`src/rtl/index_seq_pkg.sv`:
```
// Shared constants for the index sequencer: state encoding and default order width.
package index_seq_pkg;
  localparam int MW_DEFAULT = 5;

  localparam logic [1:0] ST_IDLE = 2'd0;
  localparam logic [1:0] ST_RUN  = 2'd1;
  localparam logic [1:0] ST_DONE = 2'd2;
endpackage

```
`src/rtl/index_seq_ctr.sv`:
```
// Loadable MW-bit up-counter for index j, with terminal compare against the latched order.
module index_seq_ctr
  import index_seq_pkg::*;
#(
  parameter int MW = MW_DEFAULT
) (
  input  logic          clk,
  input  logic          rst,
  input  logic          load,
  input  logic          inc,
  input  logic          clr,
  input  logic [MW-1:0] m_lat,
  output logic [MW-1:0] j,
  output logic          term
);

  // Clear wins over load/inc so j returns to 0 as soon as a sequence ends.
  always_ff @(posedge clk) begin
    if (rst || clr)  j <= '0;
    else if (load)   j <= MW'(1);
    else if (inc)    j <= j + MW'(1);
  end

  assign term = (j == m_lat);

endmodule

```
`src/rtl/index_sequencer.sv`:
```
// Emits index beats j=1..M to a downstream index calculator with valid/ready handshake.
// Optional abort input enabled by defining INDEX_SEQ_ABORT_EN.
module index_sequencer
  import index_seq_pkg::*;
#(
  parameter int MW = MW_DEFAULT
) (
  input  logic          clk,
  input  logic          rst,
  input  logic          start,
  input  logic [MW-1:0] M,
  input  logic          j_ready,
`ifdef INDEX_SEQ_ABORT_EN
  input  logic          abort,
`endif
  output logic [MW-1:0] j_out,
  output logic          j_valid,
  output logic          en_out,
  output logic [MW-1:0] M_out,
  output logic          last,
  output logic          busy,
  output logic          done
);

  logic [1:0]    state;
  logic [MW-1:0] m_lat;
  logic          term, hs, run, abort_run;
  logic          ctr_load, ctr_inc, ctr_clr;

  assign run = (state == ST_RUN);
  assign hs  = run && j_ready;

`ifdef INDEX_SEQ_ABORT_EN
  assign abort_run = run && abort;
`else
  assign abort_run = 1'b0;
`endif

  assign ctr_load = (state == ST_IDLE) && start && (M != '0);
  assign ctr_inc  = hs && !term && !abort_run;
  assign ctr_clr  = (hs && term) || abort_run;

  always_ff @(posedge clk) begin
    if (rst) begin
      state <= ST_IDLE;
      m_lat <= '0;
    end else begin
      case (state)
        ST_IDLE: if (start) begin
          m_lat <= M;
          state <= (M == '0) ? ST_DONE : ST_RUN;
        end
        ST_RUN: begin
          // Abort beats a same-cycle final handshake; no done pulse is produced.
          if (abort_run) begin
            state <= ST_IDLE;
            m_lat <= '0;
          end else if (hs && term) begin
            state <= ST_DONE;
          end
        end
        ST_DONE: state <= ST_IDLE;
        default: state <= ST_IDLE;
      endcase
    end
  end

  index_seq_ctr #(.MW(MW)) u_ctr (
    .clk   (clk),
    .rst   (rst),
    .load  (ctr_load),
    .inc   (ctr_inc),
    .clr   (ctr_clr),
    .m_lat (m_lat),
    .j     (j_out),
    .term  (term)
  );

  assign j_valid = run;
  assign en_out  = run;
  assign last    = run && term;
  assign busy    = run || (state == ST_DONE);
  assign done    = (state == ST_DONE);
  assign M_out   = m_lat;

endmodule

```
`config.mk`:
```
export PLATFORM = sky130hd
export DESIGN_NAME = index_sequencer
export DESIGN_NICKNAME = d
export VERILOG_FILES = /design/src/rtl/index_seq_pkg.sv /design/src/rtl/index_seq_ctr.sv /design/src/rtl/index_sequencer.sv
export SDC_FILE = /design/constraint.sdc
export NUM_CORES = 1
export LEC_CHECK = 0
export ABC_AREA = 1
export ABC_CLOCK_PERIOD_IN_PS = 1400
export CAP_MARGIN = 5
export CORE_AREA = 2 2 52 54
export DETAILED_ROUTE_END_ITERATION = 12
export DIE_AREA = 0 0 54 56
export GPL_TIMING_DRIVEN = 1
export SYNTH_ARGS = -nofsm -noshare
export SYNTH_HDL_FRONTEND = slang
export SYNTH_HIERARCHICAL = 1
export SYNTH_SLANG_ARGS = --single-unit
```
`constraint.sdc`:
```
create_clock -name clk -period 1.4 [get_ports clk]
set_input_delay 0.28 -clock clk [delete_from_list [all_inputs] [get_ports clk]]
set_output_delay 0.28 -clock clk [all_outputs]
set_load 0.05 [all_outputs]
```
==> flow_metrics.py <==
metrics = {
    "synth": {
        "synthCells": 106,
        "synthAdderAreaFrac_pct": 7.233,
        "synth_fp_nets": 119,
        "yosys.area_share.simple_pct": 34.36,
        "synth.distinct_cells": 17,
        "syn_avg_cell_area_sq_um": 6.527,
        "synth-seq-area-share_pct": 34.72,
        "synth_xor_area_share_pct": 5.063,
        "synth_mux_area_share_pct": 1.447,
        "ys_seq_elements": 12,
        "syn_area_sq_um": 691.9,
        "synth-compound-area-share_pct": 6.329,
        "ys.warnings.count": 6,
        "synth_top_family_by_area": "simple AND/OR/NAND/NOR gates",
    },
    "routing": {
        "ant_nets": 0,
        "met2_length_um": 776,
        "wl_um": 1624,
        "vias_per_cell": 4.242,
        "routed.top_layer": "met4",
        "drt-initial-drc-count": 14,
        "wl_met1_um": 721,
        "drc": 0,
        "wl_per_cell_um": 9.124,
        "drt_first_pass_iters": 4,
        "vias": 755,
        "wl_met3_um": 102,
    },
    "clocking": {
        "cts_max_level": 1,
        "hold_buffers": 0,
        "clock_latency_ns": 0.28,
        "numCtsBuffers": 3,
        "path_clk_slew_ns": 0.08,
        "cts-root-buf": "clkbuf_4",
        "cts_sinks": 12,
        "cts_tree": "built",
        "clock_path_buffers": 2,
    },
    "sta": {
        "worst_slew_pin_slew_ns": 0.1688,
        "final_critical_path_setup_slack_ns": -0.1791,
        "fin_worst_skew_ns": 0.007590,
        "fmax_ghz": 0.6333,
        "relSlewSlack_pct": 88.63,
        "slew_viol_final": 0,
        "min_period_ns": 1.579,
        "fin_crit_sh_pct": 112.8,
        "setup_violations": 1,
        "rsz0062_at_grt": "true",
        "final-hold-violation-count": 0,
    },
    "pwr": {
        "p_leak_nw": 0.5989,
        "powerDensity_mw_per_mm2": 1009,
        "finalPower_mw": 1.412,
        "ir_drop_mv": 0.6947,
    },
    "die": {
        "rows": 18,
        "dieArea_sq_mm": 0.003024,
        "io_pins": 24,
        "core_sq_mm": 0.002432,
        "fp.dieW_um": 54,
        "start_util_pct": 28.45,
        "die_h_um": 56,
    },
    "placed_design": {
        "place_hpwl_um": 1249,
        "place_area_sq_mm": 0.001236,
        "portBuffers": 23,
        "dpl.cell_count": 168,
        "globalplace.congestion": 0.7885,
    },
    "finish": {
        "diodes": 0,
        "fin_util_pct": 57.51,
        "instances_no_fill": 178,
        "syn2layout_area_growth_pct": 102.2,
        "final_common_cell": "nor2_1",
        "final_cell_mix": "21 x nor2_1, 19 x nand2_1, 15 x buf_12, 15 x buf_4, 13 x inv_1",
        "drive_above_1_share_pct": 48.65,
        "final_area_sq_mm": 0.001399,
        "nets": 162,
    },
    "worst_setup_path": {
        "cp-start-kind": "flip-flop",
        "path_max_fanout": 2,
        "crit_required_ns": 1.12,
        "rr_worst_depth": 12,
        "cp.arrival_ns": 1.30,
        "setup.worst_path.end_class": "primary output",
        "critPathKind": "reg2out",
    },
    "global_routing": {
        "gr-total-overflow": 0,
        "antenna_found_initial": 0,
        "grt_max_degree": 8,
        "grt_pass1_vias": 617,
        "track_usage_pct": 11.59,
        "grt_first_pass_wirelength_um": 2594,
    },
    "hold_path": {
        "min_path_cells": 2,
        "hp-class": "reg2reg",
    },
    "status": {
        "status": "complete, but fails checks",
        "failed_checks": "negative setup slack",
    },
    "job": {
        "cap_viol_max_count": 0,
    },
}
-- path summary, 6_finish.rpt --
| check | startpoint | end | slack (ns) |
|---|---|---|---|
| max | u_ctr/j[2] | last | -0.18 |
| min | state[0] | state[0] | 0.53 |
| max reg2reg | u_ctr/j[4] | u_ctr/j[3] | 0.01 |
| min reg2reg | state[0] | state[0] | 0.53 |
-- timing repair --
item                                    4_1_cts  5_1_grt
resized for setup                            14       12
endpoints found under the setup margin        8       10
setup buffers                                 7        3
pin swaps                                    11        9
-- Yosys cell counts, drive strengths merged --
cell type | count | area share (%)
a21oi | 3 | 2.7
buf | 1 | 1.1
dfxtp | 12 | 35
ha | 4 | 7.2
inv | 18 | 9.8
mux2i | 1 | 1.4
nand2 | 26 | 14
nand3 | 4 | 2.9
nand3b | 1 | 1.1
nor2 | 25 | 14
nor3 | 1 | 0.72
o21ai | 5 | 3.6
or2 | 1 | 0.90
xnor2 | 4 | 5.1
-- state kept, by name (all words and copies together), names as in the netlist --
| signal | flops |
|---|---|
| u_ctr/j | 5 |
| state | 2 |
| M_out | 5 |
-- critical path: stages, from the launching register on --
cell and delay (ns):
dfxtp_4 0.36, xnor2_2 0.17, nand3_2 0.10, nor2_4 0.11
nand2_2 0.07, clkinvlp_4 0.08, buf_12 0.13
-- cell type report --
cell class,instances,area [sq um]
fill,219,1033
timing repair buffer,39,504.2
multi-input combinational,75,471.7
sequential,12,282.8
inverter,18,76.32
tap,30,37.54
clock buffer,3,22.52
clock inverter,1,3.754
-- power breakdown --
group	leakage (nW)	internal (mW)	total (mW)	switching (mW)
Combinational	0.477	0.381	0.765	0.385
Sequential	0.106	0.375	0.418	0.0431
Clock	0.0154	0.103	0.229	0.125
Total	0.599	0.859	1.41	0.553
-- per-layer routing --
metal,global-route usage [%],vias to the layer above
met5,0,-
met4,4.286,0
met3,4.839,4
met2,16.38,23
met1,15.45,325
li1,-,403
-- stage by stage --
stage          worst slack [ns]  TNS (ns)  hold WS, ns
2_1_floorplan           0.01872         0       0.3424
3_3_place_gp           -0.08335   -0.2464       0.5158
3_5_place_dp            -0.1111   -0.3082       0.5212
4_1_cts                 -0.2213   -0.2287       0.5275
5_1_grt                 -0.2378   -0.6205       0.5670
6_report                -0.1791   -0.1791       0.5306
-- logic make-up after synthesis --
kind of cell | Yosys count
muxes | 1
AOI/OAI and AO/OA | 8
DFF | 12
xor gates and xnor gates | 4
and+or+nand+nor | 58
adders and majority gates | 4
buffers and inverters | 19
Power figures use the tool's default switching activity.
